### config.mk
export PLATFORM = sky130hd
export DESIGN_NAME = fetch_stage
export DESIGN_NICKNAME = d
export VERILOG_FILES = /design/src/rtl/fetch_stage_pkg.sv /design/src/rtl/fetch_stage_fifo.sv /design/src/rtl/fetch_stage.sv
export SDC_FILE = /design/constraint.sdc
export NUM_CORES = 1
export LEC_CHECK = 0
export CAP_MARGIN = 30
export CORE_MARGIN = 1
export CORE_UTILIZATION = 40
export DETAILED_ROUTE_END_ITERATION = 6
export GPL_TIMING_DRIVEN = 0
export HOLD_SLACK_MARGIN = 0.1
export MAX_ROUTING_LAYER = met4
export PLACE_DENSITY = 0.75
export SYNTH_ARGS = -nofsm -noshare
export SYNTH_HDL_FRONTEND = slang
export SYNTH_SLANG_ARGS = --single-unit
### constraint.sdc
create_clock -name clk -period 4.1 [get_ports clk]
set_clock_uncertainty 0.15 [all_clocks]
set_input_delay 0.82 -clock clk [delete_from_list [all_inputs] [get_ports clk]]
set_output_delay 0.82 -clock clk [all_outputs]
set_load 0.05 [all_outputs]
### src/rtl/fetch_stage_pkg.sv
// Shared definitions for the WISC-SP22 fetch stage: opcode field layout,
// the HALT opcode, fetch FSM state encodings and a HALT-detect helper.
package fetch_stage_pkg;

  localparam int OPC_W = 5;
  localparam logic [OPC_W-1:0] OPC_HALT = 5'b00000;

  typedef enum logic [1:0] {
    FS_FETCH  = 2'd0,
    FS_DROP   = 2'd1,
    FS_HALTED = 2'd2
  } fs_state_e;

  function automatic logic is_halt(input logic [OPC_W-1:0] opc);
    return (opc == OPC_HALT);
  endfunction

endpackage

### src/rtl/fetch_stage_fifo.sv
// Small synchronous FIFO buffering fetched {instr, pc, pc+2} entries.
// Ports:
//   clk, rst_n  clock, synchronous active-low reset
//   push/wdata  write an entry (ignored when full or flushing)
//   pop         drop the head entry (ignored when empty or flushing)
//   flush       empty the FIFO; wins over push and pop
//   count       number of valid entries (0..DEPTH)
//   head        oldest entry, all zeros when empty
module fetch_stage_fifo #(
  parameter int WIDTH = 48,
  parameter int DEPTH = 2
) (
  input  logic                     clk,
  input  logic                     rst_n,
  input  logic                     push,
  input  logic                     pop,
  input  logic                     flush,
  input  logic [WIDTH-1:0]         wdata,
  output logic [$clog2(DEPTH):0]   count,
  output logic [WIDTH-1:0]         head
);

  localparam int PTR_W = $clog2(DEPTH);
  localparam int CNT_W = PTR_W + 1;

  logic [WIDTH-1:0] mem_r [DEPTH];
  logic [PTR_W-1:0] wr_r;
  logic [PTR_W-1:0] rd_r;
  logic [CNT_W-1:0] cnt_r;
  logic             push_ok_s;
  logic             pop_ok_s;

  assign push_ok_s = push & ~flush & (cnt_r != CNT_W'(DEPTH));
  assign pop_ok_s  = pop  & ~flush & (cnt_r != CNT_W'(0));
  assign count     = cnt_r;
  assign head      = (cnt_r != CNT_W'(0)) ? mem_r[rd_r] : {WIDTH{1'b0}};

  // Pointer and occupancy bookkeeping.
  always_ff @(posedge clk) begin
    if (!rst_n || flush) begin
      wr_r  <= {PTR_W{1'b0}};
      rd_r  <= {PTR_W{1'b0}};
      cnt_r <= {CNT_W{1'b0}};
    end else begin
      if (push_ok_s) wr_r <= wr_r + PTR_W'(1);
      if (pop_ok_s)  rd_r <= rd_r + PTR_W'(1);
      case ({push_ok_s, pop_ok_s})
        2'b10:   cnt_r <= cnt_r + CNT_W'(1);
        2'b01:   cnt_r <= cnt_r - CNT_W'(1);
        default: cnt_r <= cnt_r;
      endcase
    end
  end

  // Entry storage; contents are only observed through head when count is non-zero.
  always_ff @(posedge clk) begin
    if (push_ok_s) mem_r[wr_r] <= wdata;
  end

endmodule

### src/rtl/fetch_stage.sv
// WISC-SP22 instruction fetch stage. Owns the PC, issues one read at a time
// over a req/ack memory port, buffers fetched words in a FIFO and hands them
// to decode over valid/ready. Handles redirects and stops after HALT.
// Ports:
//   clk, rst_n            clock, synchronous active-low reset
//   imem_req/imem_addr    read request, held with stable address until ack
//   imem_ack/imem_rdata   one-cycle read completion and data
//   redirect_valid/_pc    flush front of pipe and resume at redirect_pc
//   if_valid/dec_ready    head handshake to decode
//   if_instr/if_pc/if_pc_plus2/if_halt  head entry fields
//   err                   sticky: ack seen while no request raised
module fetch_stage
  import fetch_stage_pkg::*;
#(
  parameter int                ADDR_W   = 16,
  parameter int                INSTR_W  = 16,
  parameter logic [ADDR_W-1:0] RESET_PC = {ADDR_W{1'b0}},
  parameter int                DEPTH    = 2
) (
  input  logic               clk,
  input  logic               rst_n,
  output logic               imem_req,
  output logic [ADDR_W-1:0]  imem_addr,
  input  logic               imem_ack,
  input  logic [INSTR_W-1:0] imem_rdata,
  input  logic               redirect_valid,
  input  logic [ADDR_W-1:0]  redirect_pc,
  output logic               if_valid,
  input  logic               dec_ready,
  output logic [INSTR_W-1:0] if_instr,
  output logic [ADDR_W-1:0]  if_pc,
  output logic [ADDR_W-1:0]  if_pc_plus2,
  output logic               if_halt,
  output logic               err
);

  localparam int WIDTH = INSTR_W + 2 * ADDR_W;
  localparam int CNT_W = $clog2(DEPTH) + 1;

  fs_state_e         state_r, state_n_s;
  logic [ADDR_W-1:0] pc_r, pc_n_s;
  logic              req_r, req_n_s;
  logic [ADDR_W-1:0] addr_r, addr_n_s;
  logic              err_r;
  logic              push_s, pop_s, flush_s;
  logic [CNT_W-1:0]  count_s, cnt_n_s;
  logic [WIDTH-1:0]  head_s;
  logic              if_valid_s;
  logic              holding_s, ack_ok_s;

  assign if_valid_s = (count_s != CNT_W'(0));
  // A raised request that is not completed this cycle must stay up untouched.
  assign holding_s  = req_r & ~imem_ack;
  assign ack_ok_s   = req_r & imem_ack;

  fetch_stage_fifo #(.WIDTH(WIDTH), .DEPTH(DEPTH)) u_fifo (
    .clk   (clk),
    .rst_n (rst_n),
    .push  (push_s),
    .pop   (pop_s),
    .flush (flush_s),
    .wdata ({imem_rdata, pc_r, pc_r + ADDR_W'(2)}),
    .count (count_s),
    .head  (head_s)
  );

  // Next-state, FIFO control and next request computation.
  always_comb begin
    state_n_s = state_r;
    pc_n_s    = pc_r;
    push_s    = 1'b0;
    pop_s     = 1'b0;
    flush_s   = 1'b0;
    cnt_n_s   = count_s;
    req_n_s   = 1'b0;
    addr_n_s  = addr_r;
    if (redirect_valid) begin
      // Redirect wins over push, pop and halt detection.
      flush_s   = 1'b1;
      cnt_n_s   = CNT_W'(0);
      pc_n_s    = {redirect_pc[ADDR_W-1:1], 1'b0};
      state_n_s = holding_s ? FS_DROP : FS_FETCH;
    end else begin
      pop_s = if_valid_s & dec_ready;
      case (state_r)
        FS_FETCH: begin
          if (ack_ok_s) begin
            push_s    = 1'b1;
            pc_n_s    = pc_r + ADDR_W'(2);
            state_n_s = is_halt(imem_rdata[INSTR_W-1 -: OPC_W]) ? FS_HALTED : FS_FETCH;
          end else begin
            state_n_s = FS_FETCH;
          end
        end
        FS_DROP: begin
          // The stale ack is swallowed; pc already holds the redirect target.
          if (ack_ok_s) state_n_s = FS_FETCH;
          else          state_n_s = FS_DROP;
        end
        FS_HALTED: state_n_s = FS_HALTED;
        default:   state_n_s = FS_FETCH;
      endcase
      case ({push_s, pop_s})
        2'b10:   cnt_n_s = count_s + CNT_W'(1);
        2'b01:   cnt_n_s = count_s - CNT_W'(1);
        default: cnt_n_s = count_s;
      endcase
    end
    if (holding_s) begin
      req_n_s  = 1'b1;
      addr_n_s = addr_r;
    end else if ((state_n_s == FS_FETCH) && (cnt_n_s < CNT_W'(DEPTH))) begin
      req_n_s  = 1'b1;
      addr_n_s = pc_n_s;
    end else begin
      req_n_s  = 1'b0;
      addr_n_s = addr_r;
    end
  end

  // State, PC, request holding register and sticky error flag.
  always_ff @(posedge clk) begin
    if (!rst_n) begin
      state_r <= FS_FETCH;
      pc_r    <= RESET_PC;
      req_r   <= 1'b0;
      addr_r  <= {ADDR_W{1'b0}};
      err_r   <= 1'b0;
    end else begin
      state_r <= state_n_s;
      pc_r    <= pc_n_s;
      req_r   <= req_n_s;
      addr_r  <= addr_n_s;
      err_r   <= err_r | (imem_ack & ~req_r);
    end
  end

  assign imem_req    = req_r;
  assign imem_addr   = addr_r;
  assign err         = err_r;
  assign if_valid    = if_valid_s;
  assign if_instr    = head_s[WIDTH-1 -: INSTR_W];
  assign if_pc       = head_s[2*ADDR_W-1 -: ADDR_W];
  assign if_pc_plus2 = head_s[ADDR_W-1:0];
  assign if_halt     = if_valid_s & is_halt(head_s[WIDTH-1 -: OPC_W]);

endmodule
After elaboration in Yosys (flattened, before gate mapping)
Memory sizes are Yosys's and may differ from the RTL's. A register that Yosys moved wholly into a read port is not among the register bits.
Index checks and enable logic that the tools add are counted.
{ "totals": {"reg_bits": 40, "latch_bits": 0, "ramBits": 96, "romBits": 0, "inputBits": 37, "elab_cells": 71, "n_memories": 1} }
{ "memory_table": {"columns": ["memory", "depth", "width", "read_ports", "rd_clocked_by_memory_dff", "write_ports", "line", "rtl"], "rows": [
  ["u_fifo.mem_r", 2, 48, 1, 1, 1, "fetch_stage_fifo.sv:26", "logic [WIDTH-1:0] mem_r [DEPTH];"]
]} }
{ "classes": {"addsub": 5, "multipliers": 0, "n_div": 0, "n_lt_le_gt_ge": 1, "eq_ne": 7, "n_shift": 0, "muxes": 25, "n_bitwise": 14, "reduce_logical": 10} }
{ "ops": {"columns": ["cell", "count"], "rows": [
  ["two-way mux 16 bit", 3],
  ["two-way mux 48 bit", 1],
  ["adder 16 x 2 -> 16 bit, second input constant", 1],
  ["two-way mux 1 bit", 14],
  ["zero test 5 bit", 2],
  ["bitwise AND 1 bit", 9],
  ["two-way mux 2 bit", 4],
  ["one-hot mux 2 bit (2 select lines)", 2],
  ["== test 2 x 1 -> 1 bit, second input constant", 3],
  ["== test 2 bit, second input constant", 3],
  ["one-hot mux 2 bit (3 select lines)", 1],
  ["zero test 2 bit", 2],
  ["NOT 1 bit", 4],
  ["nonzero test 2 bit", 2],
  ["adder 1 bit, second input constant", 2],
  ["adder 2 x 1 -> 2 bit, second input constant", 1],
  ["< comparator 2 bit, second input constant", 1],
  ["inequality test 2 bit, second input constant", 1],
  ["AND reduction 2 bit", 1],
  ["subtractor 2 x 1 -> 2 bit, second input constant", 1],
  ["logical AND 1 bit", 1],
  ["zero test 1 bit", 1],
  ["logical OR 1 bit", 1],
  ["OR 1 bit", 1]
]} }

Longest topological paths before layout
{ "logic_depth": {"ltp_word": 11, "depth_mapped": 13, "depth_no_buf": 11} }

Modules after synthesis
From an unflattened synthesis, not the netlist that was laid out.
{ "unflattened": {"cells_unflattened": 482, "area_unflattened_um2": 5809.3} }
{ "modules_own_cells": {"columns": ["mod", "instances", "cells_per_inst", "area_each_um2", "seq_area_each_um2"], "rows": [
  ["fetch_stage_fifo", 1, 231, 3836.2, 2982.9],
  ["fetch_stage", 1, 251, 1973.1, 720.7]
]} }

Least setup slack after synthesis
No wires, ideal clock.
{ "synth_timing": {"path_kind": "input port to flip-flop", "startpoint": "input port imem_ack", "endpoint": "memory u_fifo.mem_r[0][10] (enable)", "setup_ps": 452, "arrival_ps": 3519, "setup_slack_ps": -21, "path_stages": 5, "path_buffers": 2, "path_cell_list": "nand4bb_1 clkbuf_1 or3_1 clkbuf_1 nor2_1"} }
{ "synth_via": {"elab_chain_cells": 9} }
{ "synth_lines": {"columns": ["element", "line", "rtl"], "rows": [
  ["start: declaration", "fetch_stage.sv:24", "input logic imem_ack,"],
  ["bitwise AND 1 bit", "fetch_stage.sv:54", "assign ack_ok_s = req_r & imem_ack;"],
  ["two-way mux 1 bit", "fetch_stage.sv:87", "if (ack_ok_s) begin"],
  ["two-way mux 1 bit", "fetch_stage.sv:85", "case (state_r)"],
  ["two-way mux 1 bit (2 in a row)", "fetch_stage.sv:77", "if (redirect_valid) begin"],
  ["bitwise AND 1 bit (2 in a row)", "fetch_stage_fifo.sv:33", "assign push_ok_s = push & ~flush & (cnt_r != CNT_W'(DEPTH));"],
  ["two-way mux 1 bit", "fetch_stage_fifo.sv:57", "if (push_ok_s) mem_r[wr_r] <= wdata;"],
  ["two-way mux 1 bit (implied by the code)", "fetch_stage_fifo.sv:57", null],
  ["end: declaration", "fetch_stage_fifo.sv:26", null]
]} }
No other way between the ends. The select of a mux whose other input is x is not followed.

==> results.md <==
- Worst EP arrival: 2.93 ns
- Placer Congestion: 0.869
- Primary FF master, synth: edfxtp_1
- Peak VDD IR: between 200 and 300 uV
- DP Cell Count: 741
- Final hold slack: 0.309 ns
- #FFs+latches synth: 135
- CP max FO: 10
- Per-cell routed wire length: between 15 and 20 microns
- Antenna diodes: 0
- Synth area leader: edfxtp_1
- Cells after synthesis: roughly 460
- RSZ-0062 raised after global routing: false
- Largest net degree at the start of global routing: 25
- Minimum clock period: approximately 3.9 ns
- Hold Crit Class: flip-flop to flip-flop
- Clk_lat worst skew: 0.41 ns
- P&R area growth vs syn: 32.9%
- TritonCTS Sinks: 135
- Top-count cell post-synth: edfxtp_1
- Setup Buffers After CTS: 0
- Starting DRT DRC Count: 188
- GR Util met3: 0.0385
- CTS Buffer Depth: 2
- Root cell of the clock tree: clkbuf_16
- Crit path cell chain: buf_2 > buf_1 > mux2i_1 > nor2_1 > buf_4 > clkdlybuf4s50_1
- Hold path startpoint: pc_r[8]$_SDFF_PN0_
- WL final: 11,900 microns
- Post-CTS sizing: 0
- CTS tree: done
- Syn_area_per_cell: 12.4 sq um
- Max_cap viols: 0
- Fin nets: just over 600
- Fin crit share: 0.951
- H-Tree Depth: 4
- Synthesized area: 0.00567 sq mm
- R2R setup slack: 0.84 ns
- Register area share after synthesis: 0.643
- Crit-path leading delay family: buffers and inverters
- Antenna violations before repair: 0
- Post-synth EDFFs: 94
- Non-filler instance count after layout: 773
- F_max: 256 MHz
- GRT busiest layer: met2
- Final hold vios: 0
- Die Height: 121 microns
- Worst-Margin Slew: 0.788 ns
- Drc violations: 0
- Worst path slowest cell: clkdlybuf4s50_1
- TritonCTS buffer count: 17
- Worst hold path depth: 0
- Yosys top cell area share: 0.498
- Top cells by count, synth: edfxtp_1, nor2_1, mux2i_1
- Crit-path max cell delay: roughly 0.78 ns
- Initial Utilization: 0.410
- LEAKAGE: 2.58 nW
- CP endpoint kind: output port
- Cell area after placement: 0.00697 sq mm
- Hold Crit Endpoint: u_fifo.mem_r[0][24]$_DFFE_PP_
- Detail Route Antenna Nets: 0
- Drt first pass iters: 4
- Mapped Nets: 501
- Gr ovfl total: 0
- RR Startpoint: u_fifo.count[0]$_SDFFE_PP0P_
- Post-synth cell types: 42
- Critical path startpoint category: flip-flop
- GR Util met1: 0.228
- Clock-pin slew on the worst setup and hold paths: 0.06 ns
- Status: finished clean
- I/O Pins: 105
- CP required: around 3.1 ns
- First-pass GRT wire length: 19,200 microns
- Port bufs: 101
- Die extent in x: 121 microns
- Placeable Area: 0.0138 sq mm
- Met2 Track Usage GR: 0.276
- Ys async rst share: 0
- Final Cell Area: 0.00753 sq mm
- Worst setup path category: flip-flop to output port
- Yosys warns: 0
- Max-slew violations: 0
- Final Setup Violations: 0
- HPWL Detailed: 8560 microns
- Slew HR: 0.474
- Synth area leaders: edfxtp_1, dfxtp_1, mux2i_1
- FF-to-FF End: imem_addr[11]$_SDFFE_PN0P_
- CTS Hold Buffers Added: 0
- Number of global-route vias before repair: 3,872
- Worst R2R Path Depth: 12
- Share of layout cells above drive strength 1: 0.0809
- Row cnt: 43
- Vias per cell: 4.87
- Via count: 3,762
- Cell area power density: 449 mW/mm^2
- Overall Global Routing Usage: 0.178
- Die ar.: about 0.015 sq mm
- Post-route setup TNS: 0 ns
- Worst Path Buf+Inv: 4
## worst register-to-register path, delay by kind of cell, from the launching register on
family                     cells  cell delay (ns)
muxes                          1             0.26
adders and majority gates      2             0.47
DFF                            1             0.34
and+or+nand+nor                2             0.60
AOI/OAI and AO/OA              3             0.46
buffers and inverters          4             0.84
## registers in the layout, indices dropped and copies added, names as in the netlist, named ones only
| name | cells |
|---|---|
| err | 1 |
| imem_addr | 16 |
| imem_req | 1 |
| pc_r | 16 |
| state_r | 2 |
| u_fifo.count | 2 |
| u_fifo.mem_r | 94 |
| u_fifo.rd_r | 1 |
| u_fifo.wr_r | 1 |
## cell families after synthesis
| logic type | count (synthesis) | synth area share |
|---|---|---|
| and+or+nand+nor | 158 | 0.129 |
| DFF | 135 | 0.643 |
| muxes | 57 | 0.101 |
| buffers and inverters | 39 | 0.0327 |
| AOI/OAI and AO/OA | 35 | 0.0375 |
| xor gates and xnor gates | 28 | 0.0433 |
| adders and majority gates | 6 | 0.0133 |
## power breakdown
part,switching (mW),leakage [nW],internal [mW]
Sequential,0.0345,1.18,1.51
Combinational,0.257,1.14,0.153
Clock,0.522,0.265,0.905
## final cells by class
type / count / area, sq um
plain buffers: 27 / 140
multi-input cells: 284 / 1850
well taps: 180 / 225
repair buffers: 103 / 1070
clock inverters: 9 / 101
fillers: 1141 / 6300
flip-flops and latches: 135 / 3640
inverters: 12 / 45.0
clock buffers: 23 / 458
## cell usage in the layout, fill, tap and decap left out, drive strengths merged, types with 3 or more instances in the layout
master,count
a21oi,14
and2,7
buf,16
clkbuf,36
clkdlybuf4s50,101
clkinv,5
clkinvlp,3
dfxtp,41
edfxtp,94
ha,6
inv,11
mux2i,55
nand2,25
nand2b,4
nand3,9
nor2,84
nor2b,4
nor3,8
nor4,6
o211ai,3
o21ai,9
o22ai,3
o32ai,3
or3,4
xnor2,12
xor2,16
## worst max path at each step
stage	end	slack (ns)	cells after the start
global placement	u_fifo.mem_r[1][31]$_DFFE_PP_	-1.61	6
floorplan	u_fifo.mem_r[0][10]$_DFFE_PP_	-0.02	5
CTS	if_pc_plus2[0]	0.14	6
finish	if_pc_plus2[0]	0.20	6
detailed placement	imem_addr[11]$_SDFFE_PN0P_	0.33	11
global route	if_pc_plus2[0]	0.03	7
## per-stage QoR
stage / util / total power [mW] / setup slack (ns)
finish: 0.545 / 3.38 / 0.199
global route: 0.545 / 3.50 / 0.0267
CTS: 0.545 / 3.40 / 0.138
detailed placement: 0.504 / 1.98 / 0.325
global placement: 0.499 / 1.97 / -1.61
floorplan: - / 1.82 / -0.0207
## metal layers
| layer | share of wire | vias to the layer above |
|---|---|---|
| met5 | 0 | - |
| met4 | 0.010 | 0 |
| met3 | 0.048 | 11 |
| met2 | 0.48 | 127 |
| met1 | 0.47 | 1762 |
| li1 | - | 1862 |
Power figures use the tool's default switching activity.
